[src/rtl/mips_bus_if.sv]
// Instruction fetch and data-memory bus between the single-cycle core and its memories.
interface mips_bus_if;
    localparam int unsigned XLEN = 32;
    localparam int unsigned AW   = 16;

    logic [XLEN-1:0] INSTRUCTION;
    logic [XLEN-1:0] DM_Q;
    logic            DM_WE;
    logic [XLEN-1:0] DM_D;
    logic [AW-1:0]   DM_ADDR;
    logic [XLEN-1:0] NEXT_PC;

    modport master (input INSTRUCTION, DM_Q, output DM_WE, DM_D, DM_ADDR, NEXT_PC);
    modport slave  (output INSTRUCTION, DM_Q, input DM_WE, DM_D, DM_ADDR, NEXT_PC);
endinterface

[src/rtl/mips_single_cycle_core.sv]
// Single-cycle MIPS-like core: combinational decode/execute/memory, register file and PC update at posedge.
// Optional R-type AND/OR/SLT enabled by defining MIPS_RTYPE_LOGIC_EN.
module mips_single_cycle_core #(
    parameter logic [31:0] RESET_PC = 32'h0000_0000
) (
    input  logic      clk,
    input  logic      rst,
    mips_bus_if.master bus
);
    localparam int unsigned XLEN = 32;
    localparam int unsigned NREG = 32;
    localparam int unsigned RIW  = 5;
    localparam int unsigned AW   = 16;

    localparam logic [5:0] OP_RTYPE = 6'b000000;
    localparam logic [5:0] OP_JMP   = 6'b010000;
    localparam logic [5:0] OP_ADDI  = 6'b100000;
    localparam logic [5:0] OP_SUBI  = 6'b100001;
    localparam logic [5:0] OP_LWR   = 6'b100111;
    localparam logic [5:0] OP_SWR   = 6'b101000;
    localparam logic [5:0] OP_LWI   = 6'b101001;
    localparam logic [5:0] OP_SWI   = 6'b101010;
    localparam logic [5:0] OP_BNE   = 6'b101100;

    localparam logic [5:0] FN_ADD = 6'b000000;
    localparam logic [5:0] FN_SUB = 6'b000001;
`ifdef MIPS_RTYPE_LOGIC_EN
    localparam logic [5:0] FN_AND = 6'b000010;
    localparam logic [5:0] FN_OR  = 6'b000011;
    localparam logic [5:0] FN_SLT = 6'b000100;
`endif

    logic [XLEN-1:0] pc_q, pc_d;
    logic [XLEN-1:0] regs_q [NREG];

    logic [5:0]      opcode, func;
    logic [RIW-1:0]  rs_idx, rt_idx, rd_idx;
    logic [15:0]     imm;
    logic [25:0]     target;
    logic [XLEN-1:0] rs_val, rt_val, simm, eaddr, pc_plus4;

    logic            wr_en_c;
    logic [RIW-1:0]  wr_idx_c;
    logic [XLEN-1:0] wr_data_c;
    logic            dm_we_c;
    logic [AW-1:0]   dm_addr_c;
    logic [XLEN-1:0] dm_d_c;
    logic            unused_c;

    assign opcode = bus.INSTRUCTION[31:26];
    assign rs_idx = bus.INSTRUCTION[25:21];
    assign rt_idx = bus.INSTRUCTION[20:16];
    assign rd_idx = bus.INSTRUCTION[15:11];
    assign func   = bus.INSTRUCTION[5:0];
    assign imm    = bus.INSTRUCTION[15:0];
    assign target = bus.INSTRUCTION[25:0];

    // R0 is hardwired to zero regardless of array contents
    assign rs_val   = (rs_idx == '0) ? '0 : regs_q[rs_idx];
    assign rt_val   = (rt_idx == '0) ? '0 : regs_q[rt_idx];
    assign simm     = {{(XLEN-16){imm[15]}}, imm};
    assign eaddr    = rs_val + simm;
    assign pc_plus4 = pc_q + XLEN'(4);
    assign unused_c = ^{bus.INSTRUCTION[10:6], eaddr[XLEN-1:AW]};

    always_comb begin
        wr_en_c   = 1'b0;
        wr_idx_c  = '0;
        wr_data_c = '0;
        dm_we_c   = 1'b0;
        dm_addr_c = '0;
        dm_d_c    = '0;
        pc_d      = pc_plus4;
        case (opcode)
            OP_RTYPE: begin
                wr_idx_c = rd_idx;
                case (func)
                    FN_ADD: begin wr_en_c = 1'b1; wr_data_c = rs_val + rt_val; end
                    FN_SUB: begin wr_en_c = 1'b1; wr_data_c = rs_val - rt_val; end
`ifdef MIPS_RTYPE_LOGIC_EN
                    FN_AND: begin wr_en_c = 1'b1; wr_data_c = rs_val & rt_val; end
                    FN_OR:  begin wr_en_c = 1'b1; wr_data_c = rs_val | rt_val; end
                    FN_SLT: begin
                        wr_en_c   = 1'b1;
                        wr_data_c = XLEN'($signed(rs_val) < $signed(rt_val));
                    end
`endif
                    default: wr_en_c = 1'b0;
                endcase
            end
            OP_ADDI: begin wr_en_c = 1'b1; wr_idx_c = rt_idx; wr_data_c = rs_val + simm; end
            OP_SUBI: begin wr_en_c = 1'b1; wr_idx_c = rt_idx; wr_data_c = rs_val - simm; end
            OP_LWR: begin
                wr_en_c   = 1'b1;
                wr_idx_c  = rt_idx;
                dm_addr_c = eaddr[AW-1:0];
                wr_data_c = bus.DM_Q;
            end
            OP_LWI: begin
                wr_en_c   = 1'b1;
                wr_idx_c  = rt_idx;
                dm_addr_c = imm;
                wr_data_c = bus.DM_Q;
            end
            OP_SWR: begin dm_we_c = 1'b1; dm_addr_c = eaddr[AW-1:0]; dm_d_c = rt_val; end
            OP_SWI: begin dm_we_c = 1'b1; dm_addr_c = imm;           dm_d_c = rt_val; end
            OP_BNE: begin
                if (rs_val != rt_val) pc_d = pc_plus4 + (simm << 2);
            end
            OP_JMP:  pc_d = {pc_q[XLEN-1:28], target, 2'b00};
            default: pc_d = pc_plus4;
        endcase
    end

    always_ff @(posedge clk or posedge rst) begin
        if (rst) pc_q <= RESET_PC;
        else     pc_q <= pc_d;
    end

    always_ff @(posedge clk or posedge rst) begin
        if (rst)                               regs_q <= '{default: '0};
        else if (wr_en_c && (wr_idx_c != '0))  regs_q[wr_idx_c] <= wr_data_c;
    end

    // Store enable is masked while in reset so no memory write leaks through
    assign bus.DM_WE   = dm_we_c & ~rst;
    assign bus.DM_ADDR = dm_addr_c;
    assign bus.DM_D    = dm_d_c;
    assign bus.NEXT_PC = pc_q;
endmodule

[src/flat_wrapper.sv]
// flat-port wrapper written by rule: the top's interface ports become plain ports
module mips_single_cycle_core_flat 
#(
    parameter logic [31:0] RESET_PC = 32'h0000_0000
)
  (clk, rst, bus_INSTRUCTION, bus_DM_Q, bus_DM_WE, bus_DM_D, bus_DM_ADDR, bus_NEXT_PC);
  mips_bus_if bus_i ();
  input  logic clk;
  input  logic rst;
  input wire logic [$bits(bus_i.INSTRUCTION)-1:0] bus_INSTRUCTION;
  input wire logic [$bits(bus_i.DM_Q)-1:0] bus_DM_Q;
  output wire logic [$bits(bus_i.DM_WE)-1:0] bus_DM_WE;
  output wire logic [$bits(bus_i.DM_D)-1:0] bus_DM_D;
  output wire logic [$bits(bus_i.DM_ADDR)-1:0] bus_DM_ADDR;
  output wire logic [$bits(bus_i.NEXT_PC)-1:0] bus_NEXT_PC;
  assign bus_i.INSTRUCTION = bus_INSTRUCTION;
  assign bus_i.DM_Q = bus_DM_Q;
  assign bus_DM_WE = bus_i.DM_WE;
  assign bus_DM_D = bus_i.DM_D;
  assign bus_DM_ADDR = bus_i.DM_ADDR;
  assign bus_NEXT_PC = bus_i.NEXT_PC;
  mips_single_cycle_core #(.RESET_PC(RESET_PC)) u_core (.clk(clk), .rst(rst), .bus(bus_i));
endmodule
[config.mk]
export PLATFORM = sky130hd
export DESIGN_NAME = mips_single_cycle_core_flat
export DESIGN_NICKNAME = d
export VERILOG_FILES = /design/src/rtl/mips_bus_if.sv /design/src/rtl/mips_single_cycle_core.sv /design/src/flat_wrapper.sv
export SDC_FILE = /design/constraint.sdc
export NUM_CORES = 2
export LEC_CHECK = 0
export ABC_AREA = 1
export CAP_MARGIN = 20
export CELL_PAD_IN_SITES_DETAIL_PLACEMENT = 1
export CELL_PAD_IN_SITES_GLOBAL_PLACEMENT = 2
export CORE_AREA = 2 2 435 524
export DETAILED_ROUTE_END_ITERATION = 10
export DIE_AREA = 0 0 437 526
export GPL_ROUTABILITY_DRIVEN = 0
export HOLD_SLACK_MARGIN = 0.06
export PLACE_DENSITY_LB_ADDON = 0.1
export SKIP_CTS_REPAIR_TIMING = 1
export SLEW_MARGIN = 20
export SYNTH_ARGS = -nofsm -noshare
export SYNTH_HDL_FRONTEND = slang
export SYNTH_SLANG_ARGS = --single-unit
[constraint.sdc]
create_clock -name clk -period 40.5 [get_ports clk]
set_input_delay 12.15 -clock clk [delete_from_list [all_inputs] [get_ports clk]]
set_output_delay 12.15 -clock clk [all_outputs]
set_load 0.01 [all_outputs]
==> Word level (Yosys, flattened, before mapping) <==
Index checks and enable logic that the tools add are counted.
Widths: inputs -> output; s select.
{ "word_totals": {"regBits": 1056, "inputBits": 66, "out_inout_bits": 81} }
{ "classes": {"add_sub_neg": 6, "order_cmp": 4, "n_eq_ne": 10, "mux": 21, "bitwise": 5, "n_reduce_logical": 13} }
{ "op_table": {"columns": ["op", "count"], "rows": [
  ["$bwmux 1024", 1],
  ["$bmux 32 s5", 2],
  ["$mux 32", 9],
  ["$demux 32 s5", 1],
  ["$pmux 32 s2", 2],
  ["$pmux 32 s4", 1],
  ["$add 32x32->32", 3],
  ["$sub 32x32->32", 2],
  ["$eq 6x6->1 const B", 7],
  ["$add 32x3->32 const B", 1],
  ["$ne 32x32->1", 1],
  ["$pmux 16 s2", 1],
  ["$ge 6x6->1 const B", 3],
  ["$not 5->6", 3],
  ["$logic_not 6->1", 2],
  ["$logic_not 5->1", 2],
  ["$pmux 5 s2", 1],
  ["$reduce_or 2->1", 5],
  ["$eq 6x1->1 const B", 1],
  ["$eq 6x5->1 const B", 1],
  ["$lt 6x1->1 const B", 1],
  ["$reduce_bool 5->1", 1],
  ["$reduce_or 4->1", 1],
  ["$logic_and 1x1->1", 2],
  ["4 further kinds", 5]
]} }

==> Logic depth before layout (Yosys ltp) <==
{ "logic_depth": {"ltp_word": 9, "depth_mapped": 47, "mapped_depth_nobuf": 38} }

==> Worst setup path after synthesis <==
OpenSTA, ideal clock, no wires.
{ "synth_path": {"path_kind": "input port to output port", "startpoint": "in bus_INSTRUCTION[21]", "endpoint": "out bus_DM_ADDR[9]", "arrival_time_ps": 15940, "required_time_ps": 28350, "slack_ps": 12410, "stages": 24, "n_path_buf": 10, "cell_sequence": "buf_6 inv_4 buf_8 buf_6 buf_6 buf_6 buf_4 clkbuf_1 clkbuf_1 clkbuf_1 clkbuf_1 nor2_1 o221ai_1 nand3_1 a21oi_1 ha_1 inv_1 nand2_1 o21ai_2 nand2_1 nand2_1 xor2_1 inv_1 o22ai_1"} }
{ "synth_via": {"elab_chain_cells": 7, "elab_cells_between_ends": 8, "cone_classes": "add/sub: 1; mux: 5; bitwise: 1; reduce/logical: 1"} }
{ "synth_rtl": {"columns": ["element", "line_no", "text"], "rows": [
  ["from (decl)", "flat_wrapper.sv:10", "input wire logic [$bits(bus_i.INSTRUCTION)-1:0] bus_INSTRUCTION;"],
  ["$not 5->6 (not written as such)", "mips_single_cycle_core.sv:59", "assign rs_val = (rs_idx == '0) ? '0 : regs_q[rs_idx];"],
  ["$bmux 32 s5", "mips_single_cycle_core.sv:59", null],
  ["$mux 32 (not written as such) (2 in a row)", "mips_single_cycle_core.sv:59", null],
  ["$mux 32 *", "mips_single_cycle_core.sv:59", null],
  ["$add 32x32->32 *", "mips_single_cycle_core.sv:62", "assign eaddr = rs_val + simm;"],
  ["$pmux 16 s2 *", "mips_single_cycle_core.sv:74", "case (opcode)"],
  ["to (decl)", "flat_wrapper.sv:14", "output wire logic [$bits(bus_i.DM_ADDR)-1:0] bus_DM_ADDR;"]
]} }
Every way passes the cells marked *; elsewhere a longest branch is shown, timed or not. The select of a mux whose other input is x is not followed.

==> Final worst setup path <==
{ "layout_path": {"startpoint": "in bus_INSTRUCTION[21]", "endpoint": "out bus_DM_ADDR[15]"} }
Same word-level chain as after synthesis.

==> impl_metrics.ini <==
[outcome]
outcome = finished, final reports clean

[clock_network]
clk-insertion-delay-late_ps = 840
cts_root_buf = clkbuf_16
cts_buffers = 142
htree_levels = 4
clockBufferDepth = 4
cts_tree = built
clkTransAtPathRegs_ps = 60
cts.sinks = 1054

[global_routing]
overflow = 0
antenna_found_initial = 5
grt_max_degree = 191
grt_first_pass_wirelength_mm = 578.3
track_usage = 0.3388
grt_pass1_vias = 80580

[setup_path]
arrival_ps = 18260
max_stage_delay_ps = 900
cp_max_fo = 84
crit_chain = buf_8, buf_4, buf_4, buf_4, o21ai_0, o22ai_1, nor2_1, o311ai_0, nand2_1, a31oi_1, buf_4, ha_1, inv_1, nand2_1, nand2_1, o22ai_1, clkdlybuf4s50_1
startpoint = bus_INSTRUCTION[21]
critPathSlowestCell = buf_4
r2r-start = u_core.regs_q[833]
path_delay_family = buffers and inverters
cp-start-kind = input pin
endpoint_kind = primary output
cp.required_ps = 28350
critPathBufInv = 7
worstSetupPathType = input pin to primary output
crit_top_cell = buf_4

[sta]
finalCriticalPeriod_ps = 30410
fmax_mhz = 32.88
drv_slew = 0
hold_violations = 0
fin_ws_ps = 10090
finalSetupViolations = 0
grt_setup_unrepaired = false
finalSetupTns_ps = 0
slew_headroom = 0.2024
finClkSkew_ps = 89.83
worst_pin_slew_ps = 1191
timing.final.crit_share = 0.7509

[logic_synthesis]
syn_area_per_cell_um2 = 6.544
synth_top_area_frac = 0.3684
ys_ff_latch = 1054
postSynthCellCount = 10940
ys_types = 71
synthFlopType = dfrtp_1
yosysMostFrequentCell = nand2_1
yosysSeqAreaShare = 0.3684
syn-cell-area_mm2 = 0.07159
synth_area_leaders = dfrtp_1 (37%), nand2_1 (22%), o21ai_0 (6.8%)
synth_warnings = 0
synth_top_cell_by_area = dfrtp_1
synth_edf_count = 0
netlist_top_cells_count = nand2_1 (4279), dfrtp_1 (1054), nor2_1 (1016), o21ai_0 (969), nand3_1 (899)
synthArstFlopShare = 1.000

[drt]
wirelength_mm = 398.8
ant_nets = 0
vias_per_cell = 5.722
met3_length_mm = 22.69
drc_errors = 0
drt_iter0_drc = 6543
highest_layer = met4
wirelength_met1_mm = 166.8
drt-pass1-iter-count = 5
vias = 78540
wl_per_cell_um = 29.05
wl_met2_mm = 184.5

[floorplanning]
fp-row-count = 191
start_util = 0.3187
die_w_um = 437
core_area_mm2 = 0.2246
io_pins = 147
die_y_um = 526
dieArea_mm2 = 0.2299

[power_and_ir_drop]
internal_power_mw = 2.045
p_clk_frac = 0.403
power.density_mw_per_mm2 = 39.81
ir_worst_vdd_v = 0.00003398
pwr-share-comb = 0.253
sw_frac_of_total = 0.3541
seq_power_share = 0.344
switching_power_mw = 1.121
p_leak_nw = 39.22

[layout]
areaGrowthSynthToFinish_pct = 11.08
drive_above_1_share = 0.05870
fin_nets = 10840
fill_cells = 28440

[place]
dpl.hpwl_mm = 256.8
dp_slack_ps = 10290
portBuffers = 144

[run]
maxCapViolations = 0

[worst_hold_path]
hp-start = u_core.regs_q[1010]
hold_class = register to register
per-stage QoR:
step	hold slack, ps	instance area [µm²]	utilization	power (mW)	std cells
after floorplan	429.0	71600	-	1.594	10940
after global placement	368.3	74980	0.3338	1.894	13480
after detailed placement	366.9	74990	0.3338	1.902	13480
after CTS	380.4	79500	0.3539	3.184	13720
after global routing	385.5	79520	0.3540	3.295	13720
final	381.3	79530	0.3540	3.166	13730
per-layer routing:
metal | track usage | vias to the layer above
met2 | 0.5577 | 2750
met1 | 0.4295 | 39990
met5 | 0 | -
met4 | 0.1829 | 0
met3 | 0.04423 | 866
li1 | - | 34930
placed cells by master, fill, tap and decap left out, types with 29 or more instances in the layout:
| master | n |
|---|---|
| buf_4 | 211 |
| clkdlybuf4s50_1 | 133 |
| nand4_1 | 43 |
| clkbuf_8 | 29 |
| ha_1 | 126 |
| o21ai_1 | 76 |
| inv_2 | 50 |
| o21ai_0 | 967 |
| nor3_1 | 39 |
| inv_1 | 546 |
| nand3_1 | 895 |
| o22ai_1 | 78 |
| dfrtp_1 | 1054 |
| a31oi_1 | 35 |
| a21oi_1 | 298 |
| xor2_1 | 46 |
| clkbuf_16 | 145 |
| o211ai_1 | 96 |
| nand2_1 | 4274 |
| nor2_1 | 1007 |
| o221ai_1 | 243 |
sequential cells by signal, indices dropped and copies added, names as in the netlist:
name / cells
u_core.bus.NEXT_PC: 30
u_core.regs_q: 1024
worst reg2reg max path, stage by stage, from the launching register on:
cell and delay [ps]:
dfrtp_1 400, o21ai_0 180, o22ai_1 110, o21ai_0 220, o31ai_1 110, o211ai_1 850, inv_1 360, ha_1 400
inv_1 80, a21oi_1 70, nor2_1 90, nor2_1 90, o21ai_0 430, nand2_1 110, nand2_1 190, a21oi_1 170
o21ai_0 420, inv_1 140, o21bai_1 270, nand2_1 120, nand3_1 90, nand3_1 90, nand2_1 100, nand2_1 90
nand3_1 100, buf_4 480, nand2_1 220, nand2_1 90
layout make-up:
type / count / area, µm² / share of cell area
timing repair buffer: 358 / 3129 / 0.03935
tap: 2991 / 3742 / 0.04706
antenna: 3 / 7.507 / 0.00009440
multi-input combinational: 8469 / 39400 / 0.4954
clock buffer: 199 / 4121 / 0.05182
inverter: 613 / 2360 / 0.02967
sequential: 1054 / 26380 / 0.3317
clock inverter: 39 / 391.6 / 0.004924
final timing paths:
path	end	slack, ps	cells after the start
setup / recovery	bus_DM_ADDR[15]	10090	17
hold / removal	u_core.regs_q[1010]	380	0
setup reg to reg	u_core.regs_q[315]	34300	27
hold reg to reg	u_core.regs_q[1010]	380	0
max in group asynchronous	u_core.regs_q[160]	24870	6
min in group asynchronous	u_core.regs_q[820]	11870	2
logic make-up (layout without fill, tap and decap cells):
group / count (synthesis) / after routing / synth area share
AND/OR/NAND/NOR: 6389 / 6389 / 0.3602
other: 1 / 5 / 0.00005238
AO/OA/AOI/OAI: 1883 / 1883 / 0.1543
flip-flops: 1054 / 1054 / 0.3684
buffers and inverters: 1419 / 1209 / 0.08572
XOR/XNOR: 64 / 64 / 0.007934
adder cells (fa/ha/maj): 131 / 131 / 0.02342
power by group through the flow:
stage	Sequential [mW]	Combinational, mW	Clock [mW]
5_1_grt	1.09	0.869	1.33
3_3_place_gp	1.11	0.785	0
2_1_floorplan	1.11	0.483	0
6_report	1.09	0.801	1.27
4_1_cts	1.09	0.796	1.30
3_5_place_dp	1.11	0.793	0
Note: power is estimated with default switching activity, not from simulation.
